### src/rtl/controle_votacao.sv
// controle_votacao: day-phase voting sequencer.
//
// After a night round this block polls every living player in index order, waits for one
// validated vote per player from the selection converter, pulses the converter clear after
// each accepted vote and tallies votes per target. When all living players have voted it
// scans the tallies (one per cycle) and reports the eliminated player or a no-elimination
// result.
//
// Ports:
//   clock            in   system clock, rising edge
//   reset            in   synchronous active-high reset
//   iniciar          in   start pulse, honoured only when idle or finished
//   vivos            in   alive mask (bit i = player i alive), latched on start
//   voto_valido      in   one-cycle strobe qualifying voto
//   voto             in   vote target index or abstention code
//   jogador_votante  out  index of the player being polled
//   aguardando_voto  out  high while waiting for the current player's vote
//   reset_convertor  out  one-cycle clear pulse after each accepted vote
//   fim              out  result valid; held until restart or reset
//   eliminado        out  eliminated player index, or the "nobody" code
//   empate           out  high in the finished state when nobody is eliminated
//   votos_contados   out  accepted votes this round, abstentions included
//   db_estado        out  state code for the debug display
module controle_votacao #(
  parameter int unsigned N_JOGADORES = 5,
  parameter int unsigned W_IDX       = 3,
  parameter int unsigned COD_PULAR   = 5,
  parameter int unsigned COD_NENHUM  = 7
) (
  input  logic                   clock,
  input  logic                   reset,
  input  logic                   iniciar,
  input  logic [N_JOGADORES-1:0] vivos,
  input  logic                   voto_valido,
  input  logic [W_IDX-1:0]       voto,
  output logic [W_IDX-1:0]       jogador_votante,
  output logic                   aguardando_voto,
  output logic                   reset_convertor,
  output logic                   fim,
  output logic [W_IDX-1:0]       eliminado,
  output logic                   empate,
  output logic [W_IDX-1:0]       votos_contados,
  output logic [3:0]             db_estado
);

  // A tally never exceeds the number of players, so this width cannot overflow.
  localparam int unsigned TallyW = $clog2(N_JOGADORES + 1);
  // Alive mask padded to every code representable on W_IDX bits, so any vote or
  // index value can be looked up without an out-of-range select.
  localparam int unsigned ExtW = 2 ** W_IDX;

  localparam logic [W_IDX-1:0] CodPular  = W_IDX'(COD_PULAR);
  localparam logic [W_IDX-1:0] CodNenhum = W_IDX'(COD_NENHUM);
  localparam logic [W_IDX-1:0] NJog      = W_IDX'(N_JOGADORES);
  localparam logic [W_IDX-1:0] UltimoIdx = W_IDX'(N_JOGADORES - 1);

  typedef enum logic [2:0] {
    StOcioso   = 3'd0,
    StProcura  = 3'd1,
    StEspera   = 3'd2,
    StRegistra = 3'd3,
    StLibera   = 3'd4,
    StApura    = 3'd5,
    StFim      = 3'd6
  } estado_e;

  estado_e                estado_q;
  logic [W_IDX-1:0]       idx_q;
  logic [N_JOGADORES-1:0] vivos_q;
  logic [W_IDX-1:0]       voto_q;
  logic [TallyW-1:0]      tally_q [N_JOGADORES];
  logic [TallyW-1:0]      abst_q;
  logic [W_IDX-1:0]       votos_q;

  // Scan state used while counting the result.
  logic [W_IDX-1:0]       scan_q;
  logic [TallyW-1:0]      max_q;
  logic [W_IDX-1:0]       cand_q;
  logic                   tie_q;

  // Registered outputs.
  logic                   aguardando_q;
  logic                   reset_conv_q;
  logic                   fim_q;
  logic [W_IDX-1:0]       eliminado_q;
  logic                   empate_q;

  logic [ExtW-1:0]        vivos_ext;
  logic                   voto_aceito;
  logic [TallyW-1:0]      tally_scan;
  logic [TallyW-1:0]      max_d;
  logic [W_IDX-1:0]       cand_d;
  logic                   tie_d;

  assign vivos_ext = ExtW'(vivos_q);

  // Abstentions are always valid; a player vote must target a living, in-range index.
  assign voto_aceito = voto_valido &&
                       ((voto == CodPular) || ((voto < NJog) && vivos_ext[voto]));

  // Tally currently under the scan pointer.
  always_comb begin
    tally_scan = '0;
    for (int i = 0; i < int'(N_JOGADORES); i++) begin
      if (scan_q == W_IDX'(i)) begin
        tally_scan = tally_q[i];
      end
    end
  end

  // One scan step: a strictly larger tally takes over and clears the tie; an equal non-zero
  // tally marks a tie. The first maximum found keeps the candidate slot.
  always_comb begin
    max_d  = max_q;
    cand_d = cand_q;
    tie_d  = tie_q;
    if (tally_scan > max_q) begin
      max_d  = tally_scan;
      cand_d = scan_q;
      tie_d  = 1'b0;
    end else if ((tally_scan == max_q) && (max_q != '0)) begin
      tie_d = 1'b1;
    end
  end

  always_ff @(posedge clock) begin
    if (reset) begin
      estado_q     <= StOcioso;
      idx_q        <= '0;
      vivos_q      <= '0;
      voto_q       <= '0;
      for (int i = 0; i < int'(N_JOGADORES); i++) begin
        tally_q[i] <= '0;
      end
      abst_q       <= '0;
      votos_q      <= '0;
      scan_q       <= '0;
      max_q        <= '0;
      cand_q       <= '0;
      tie_q        <= 1'b0;
      aguardando_q <= 1'b0;
      reset_conv_q <= 1'b0;
      fim_q        <= 1'b0;
      eliminado_q  <= CodNenhum;
      empate_q     <= 1'b0;
    end else begin
      // The converter clear is a single-cycle pulse unless re-armed below.
      reset_conv_q <= 1'b0;

      unique case (estado_q)
        StOcioso, StFim: begin
          if (iniciar) begin
            estado_q    <= StProcura;
            idx_q       <= '0;
            vivos_q     <= vivos;
            for (int i = 0; i < int'(N_JOGADORES); i++) begin
              tally_q[i] <= '0;
            end
            abst_q      <= '0;
            votos_q     <= '0;
            fim_q       <= 1'b0;
            eliminado_q <= CodNenhum;
            empate_q    <= 1'b0;
          end
        end

        StProcura: begin
          if (idx_q == NJog) begin
            estado_q <= StApura;
            scan_q   <= '0;
            max_q    <= '0;
            cand_q   <= '0;
            tie_q    <= 1'b0;
          end else if (vivos_ext[idx_q]) begin
            estado_q     <= StEspera;
            aguardando_q <= 1'b1;
          end else begin
            // Dead player: skip one index per cycle.
            idx_q <= idx_q + 1'b1;
          end
        end

        StEspera: begin
          if (voto_aceito) begin
            voto_q       <= voto;
            aguardando_q <= 1'b0;
            estado_q     <= StRegistra;
          end
        end

        StRegistra: begin
          if (voto_q == CodPular) begin
            abst_q <= abst_q + 1'b1;
          end else begin
            for (int i = 0; i < int'(N_JOGADORES); i++) begin
              if (voto_q == W_IDX'(i)) begin
                tally_q[i] <= tally_q[i] + 1'b1;
              end
            end
          end
          votos_q      <= votos_q + 1'b1;
          reset_conv_q <= 1'b1;
          estado_q     <= StLibera;
        end

        StLibera: begin
          idx_q    <= idx_q + 1'b1;
          estado_q <= StProcura;
        end

        StApura: begin
          max_q  <= max_d;
          cand_q <= cand_d;
          tie_q  <= tie_d;
          if (scan_q == UltimoIdx) begin
            estado_q <= StFim;
            fim_q    <= 1'b1;
            // Abstentions are kept apart from the tallies, so they can never eliminate.
            if ((max_d == '0) || tie_d) begin
              empate_q    <= 1'b1;
              eliminado_q <= CodNenhum;
            end else begin
              empate_q    <= 1'b0;
              eliminado_q <= cand_d;
            end
          end else begin
            scan_q <= scan_q + 1'b1;
          end
        end

        default: begin
          estado_q <= StOcioso;
        end
      endcase
    end
  end

  assign jogador_votante = idx_q;
  assign aguardando_voto = aguardando_q;
  assign reset_convertor = reset_conv_q;
  assign fim             = fim_q;
  assign eliminado       = eliminado_q;
  assign empate          = empate_q;
  assign votos_contados  = votos_q;
  assign db_estado       = {1'b0, estado_q};

endmodule
### config.mk
export PLATFORM = sky130hd
export DESIGN_NAME = controle_votacao
export DESIGN_NICKNAME = d
export VERILOG_FILES = /design/src/rtl/controle_votacao.sv
export SDC_FILE = /design/constraint.sdc
export NUM_CORES = 1
export LEC_CHECK = 0
export CAP_MARGIN = 20
export CORE_ASPECT_RATIO = 0.5
export CORE_UTILIZATION = 35
export DETAILED_ROUTE_END_ITERATION = 10
export PLACE_DENSITY_LB_ADDON = 0.12
export SETUP_SLACK_MARGIN = 0.02
export SYNTH_ARGS = -nofsm -noshare
export SYNTH_HDL_FRONTEND = slang
export SYNTH_SLANG_ARGS = --single-unit
### constraint.sdc
create_clock -name clock -period 4.1 [get_ports clock]
set_input_delay 1.025 -clock clock [delete_from_list [all_inputs] [get_ports clock]]
set_output_delay 1.025 -clock clock [all_outputs]
set_load 0.02 [all_outputs]
======== After elaboration in Yosys (flattened, before gate mapping) ========
Memories as Yosys holds them, arrays and structs flattened.
Index checks and enable logic that the tools add are counted.
word-level totals
  flip-flop bits (word level) ............. 34
  bits in writable memories ............... 15
  input bits .............................. 12
  output and inout bits ................... 17
  word-level logic and storage cells ...... 176
  memories ................................ 1
memories
  memory   words  width  read ports  clocked after memory_dff  write ports  RTL line  text
  tally_q  5      3      5           0                         5            71        logic [TallyW-1:0] tally_q [N_JOGADORES];
cells by class
  add/sub/neg operators ................... 8
  order comparisons ....................... 4
  equality and inequality tests ........... 27
  mux-type cells .......................... 87
  bitwise operators ....................... 10
  reductions and logical operators ........ 25
operators with widths
  operator               number
  $mux W3                30
  $mux W1                44
  $pmux W3 S2            5
  $add A3 B1 Y3 const B  8
  $eq A3 B3 Y1 const B   8
  $eq A3 B2 Y1 const B   6
  $pmux W3 S6            1
  $ne A2 B2 Y1 const B   8
  $logic_not A3 Y1       4
  $reduce_and A4 Y1      3
  $or A1 B1 Y1           10
  $eq A3 B1 Y1 const B   3
  $pmux W3 S3            1
  $lt A3 B4 Y1 const B   2
  $pmux W1 S2            4
  $reduce_and A2 Y1      4
  $reduce_bool A2 Y1     4
  $bmux W1 S3            2
  $reduce_and A3 Y1      2
  $reduce_bool A3 Y1     2
  $eq A3 B3 Y1           1
  $gt A3 B3 Y1           1
  $logic_and A1 B1 Y1    3
  $lt A3 B3 Y1 const B   1
  other kinds (3)        4

======== Depth between registers and ports, before layout ========
  word-level depth ........................ 14
  mapped depth ............................ 14
  depth with buffers taken out ............ 12

======== Worst setup path after synthesis ========
No wires, ideal clock.
  path type ............................... reg-to-reg
  from .................................... register scan_q[0]
  to ...................................... register empate_q, in the netlist empate
  library setup time ...................... 86 ps
  arrival time ............................ 2936 ps
  required time ........................... 4014 ps
  setup slack ............................. 1078 ps
  cell stages (with the launch flop) ...... 14
  path buffers ............................ 1
  clock period less this slack ............ 3022 ps
  cell sequence ........................... dfxtp_1 -> inv_1 -> ha_1 -> nor2b_1 -> a2111o_1 -> a21oi_1 -> ha_1 -> nor2b_1 -> a221oi_2 -> nor2_2 -> buf_6 -> mux2i_2 -> nand3_2 -> a221oi_2
on the way
  cells in the longest elaborated chain, start to end .. 14
  elaborated cells between the ends (all ways) .. 23
  classes of those cells .................. order compare (1); eq/ne (6); mux (11); reduce/logical (5)
RTL lines
  what                                                   RTL line  text
  from (decl)                                            76        logic [W_IDX-1:0] scan_q;
  from (signal assigned)                                 227       scan_q <= scan_q + 1'b1;
  branches (longest 14 deep; another with $gt A3 B3 Y1)  --
  to (signal assigned)                                   163       empate_q <= 1'b0;
  to (signal assigned)                                   220       empate_q <= 1'b1;
  to (signal assigned)                                   223       empate_q <= 1'b0;
  to (decl)                                              86        logic empate_q;
Parallel ways; which one is timed is not known. The select of a mux whose other input is x is not followed.
A chain may end at the register's enable or synchronous reset.

======== Final worst setup path ========
  from .................................... register scan_q[0]
  to ...................................... register eliminado_q[1], in the netlist eliminado[1]
on the way
  cells in the longest elaborated chain, start to end .. 14
  elaborated cells between the ends (all ways) .. 24
  classes of those cells .................. order compare (1); eq/ne (6); mux (12); reduce/logical (5)
RTL lines
  what                                                   RTL line  text
  branches (longest 14 deep; another with $gt A3 B3 Y1)  --
  to (signal assigned)                                   162       eliminado_q <= CodNenhum;
  to (signal assigned)                                   221       eliminado_q <= CodNenhum;
  to (signal assigned)                                   224       eliminado_q <= cand_d;
  to (decl)                                              85        logic [W_IDX-1:0] eliminado_q;
Parallel ways; which one is timed is not known. The select of a mux whose other input is x is not followed.

==> flow_summary.yaml <==
detailed_routing:
  vias_per_cell: 5.07
  drc: 0
  wl_per_cell_um: 14.4
  first_iter_violations: 105
  firstDrtPassIters: 4
  drt-total-wl_mm: 6.33
  antenna_left: 0
  num_vias: 2226
placed_design:
  globalplace.congestion: 0.780
  dp.final_hpwl_mm: 4.69
  io_buffers: 27
setup_path:
  critPathLaunchType: "register"
  ff2ff_path_depth: 11
  crit_type: "register to register"
  crit_cells: 11
  required_ns: 4.26
  cp_max_fo: 11
  setup.worst_path.start: "scan_q[0]$_SDFFE_PP0P_"
  r2r_end: "eliminado[1]$_SDFFE_PP1P_"
  setup.worst_path.end: "eliminado[1]$_SDFFE_PP1P_"
  cp-end-kind: "register"
  max_stage_delay_ns: 0.51
  critPathArrivalTime_ns: 3.60
  cp_slowest_cell: "a2111oi_0"
  reg2reg_setup_slack_ns: 0.67
  crit_chain: "inv_1 -> ha_1 -> nor2b_1 -> a2111o_1 -> a21oi_1 -> ha_1 -> nor2b_1 -> a221oi_2 -> nor2_2 -> a2111oi_0 -> a21oi_1"
  rr_startpoint: "scan_q[0]$_SDFFE_PP0P_"
  cp_top_family: "compound AO/OA/AOI/OAI gates"
  crit_buf_inv: 1
clocking:
  cts_root_buf: "clkbuf_16"
  cts_max_path_buffers: 2
  insertion_delay_ns: 0.29
  cts_setup_buffers: 0
  clock_sinks: 49
  clk_pin_slew_worst_paths_ns: 0.07
  post_cts_resize_count: 0
  cts_tree: "done"
  cts_htree_levels: 2
  numCtsBuffers: 5
  ctsHoldBuffers: 0
floorplanning:
  die_y_um: 64.8
  die-area_um2: 8260
  core_area_um2: 7490
  die_x_um: 128
  fp-row-count: 22
  io_pins: 29
  start_util: 0.368
synthesis:
  ys_seq_area_frac: 0.410
  synth.distinct_cells: 53
  synth_nets: 337
  ys.flop_type: "dfxtp_1"
  synthArstFlopShare: 0
  synth_common_cells: "nor2_1, dfxtp_1, nand2_1, a21oi_1, o21ai_0"
  syn_avg_cell_area_um2: 8.92
  synthCells: 309
  ys_warn_count: 0
  yosysTopAreaCell: "dfxtp_1"
  synth_area_um2: 2760
  synthMostInstantiatedCell: "nor2_1"
  ys_top_cells_by_area: "dfxtp_1, edfxtp_1, ha_1, nor2_1, mux2i_1"
  yosysTopAreaCellShare: 0.247
  ys_ff_latch: 49
  synth_edf_count: 15
cells_and_area:
  fin_util: 0.434
  area_growth_pct: 17.8
  largest_register_ffs: 15
  largest-register: "tally_q"
  n_antenna_cell: 0
  drive_above_1_share: 0.0604
  top_regs: "tally_q (15), vivos_q (5)"
  layout.nets: 358
sta:
  setup_viol: 0
  fin_crit_sh: 0.837
  final.setup.tns_ns: 0
  hold_viol: 0
  period_needed_ns: 3.43
  maxSlewHeadroom: 0.494
  final_max_slew_viol_count: 0
  worst_pin_slew_ns: 0.758
  rsz0062_at_grt: "no"
  fmax_mhz: 292
  skew_ns: 0.00704
global_routing:
  grtUsageTotal: 0.168
  grt_pass1_vias: 2164
  grt_max_degree: 24
  gr-total-overflow: 0
  antenna_found_initial: 0
  grt_pass1_wl_mm: 10.7
run_status:
  outcome: "completed"
pwr:
  p_leak_uw: 0.00122
  vdd_drop_max_uv: 211
  power_density_nw_per_um2: 471
run:
  drv_cap: 0
min_path:
  hold_class: "register to register"
-- routing by layer --
layer	routed length, um	track usage	vias to the layer above	part of all wire
met5	0	0	-	0
met4	27	0.0357	0	0.0043
met3	205	0.0429	2	0.032
met2	2590	0.255	23	0.41
met1	3510	0.239	1062	0.55
li1	-	-	1139	-
-- worst register-to-register path, stage by stage, from the launching register on --
cell and delay, ns:
dfxtp_1 0.45, inv_1 0.10, ha_1 0.28, nor2b_1 0.16
a2111o_1 0.38, a21oi_1 0.22, ha_1 0.31, nor2b_1 0.16
a221oi_2 0.42, nor2_2 0.19, a2111oi_0 0.51, a21oi_1 0.13
-- final cells by class --
| type | count | area (um2) |
|---|---|---|
| Tap cell | 108 | 135 |
| Inverter | 10 | 37.5 |
| Timing Repair Buffer | 30 | 293 |
| Multi-Input combinational cell | 234 | 1500 |
| Sequential cell | 49 | 1130 |
| Fill cell | 762 | 4240 |
| Clock inverter | 2 | 8.76 |
| Clock buffer | 6 | 139 |
-- how the worst min path moves through the flow --
| stage | from | endpoint | slack (ns) | cells after the start |
|---|---|---|---|---|
| after CTS | cand_q[0]$_SDFFE_PP0P_ | cand_q[0]$_SDFFE_PP0P_ | 0.47 | 2 |
| after floorplan | cand_q[0]$_SDFFE_PP0P_ | cand_q[0]$_SDFFE_PP0P_ | 0.44 | 2 |
| after global placement | cand_q[1]$_SDFFE_PP0P_ | cand_q[1]$_SDFFE_PP0P_ | 0.46 | 2 |
| final | cand_q[2]$_SDFFE_PP0P_ | cand_q[2]$_SDFFE_PP0P_ | 0.48 | 2 |
| after global routing | cand_q[2]$_SDFFE_PP0P_ | cand_q[2]$_SDFFE_PP0P_ | 0.51 | 2 |
| after detailed placement | cand_q[0]$_SDFFE_PP0P_ | cand_q[0]$_SDFFE_PP0P_ | 0.46 | 2 |
-- cells by family (layout without fill, tap and decap cells) --
logic type | after synthesis | count (layout) | synth area share
AOI/OAI and AO/OA | 67 | 67 | 0.162
xor gates and xnor gates | 9 | 9 | 0.0286
adders and majority gates | 16 | 16 | 0.0726
buffers and inverters | 26 | 48 | 0.0445
DFF | 49 | 49 | 0.410
muxes | 16 | 16 | 0.0640
other | 1 | 1 | 0.00136
and+or+nand+nor | 125 | 125 | 0.217
-- report_power, final --
part | internal (uW) | total (uW) | switching (uW) | leakage, uW
Combinational | 199 | 450 | 252 | 0.000711
Clock | 240 | 417 | 177 | 0.0000743
Sequential | 568 | 661 | 93.3 | 0.000437
-- through the flow --
stage	power, uW	std cells	setup WS [ns]	hold slack (ns)	area, um2
after CTS	1540	439	0.664	0.470	3250
final	1530	439	0.669	0.476	3250
after detailed placement	1120	431	0.673	0.460	3100
after floorplan	989	309	1.08	0.443	2760
after global placement	1110	431	0.890	0.457	3100
after global routing	1630	439	0.387	0.507	3250
-- cell usage in the layout, fill, tap and decap left out, types with 14 or more instances in the layout --
cell type / instances
nor2_1: 51
dfxtp_1: 34
clkdlybuf4s50_1: 27
nand2_1: 19
a21oi_1: 18
o21ai_0: 17
ha_1: 16
nand3_1: 15
edfxtp_1: 15
mux2i_1: 14
Power figures use the tool's default switching activity.
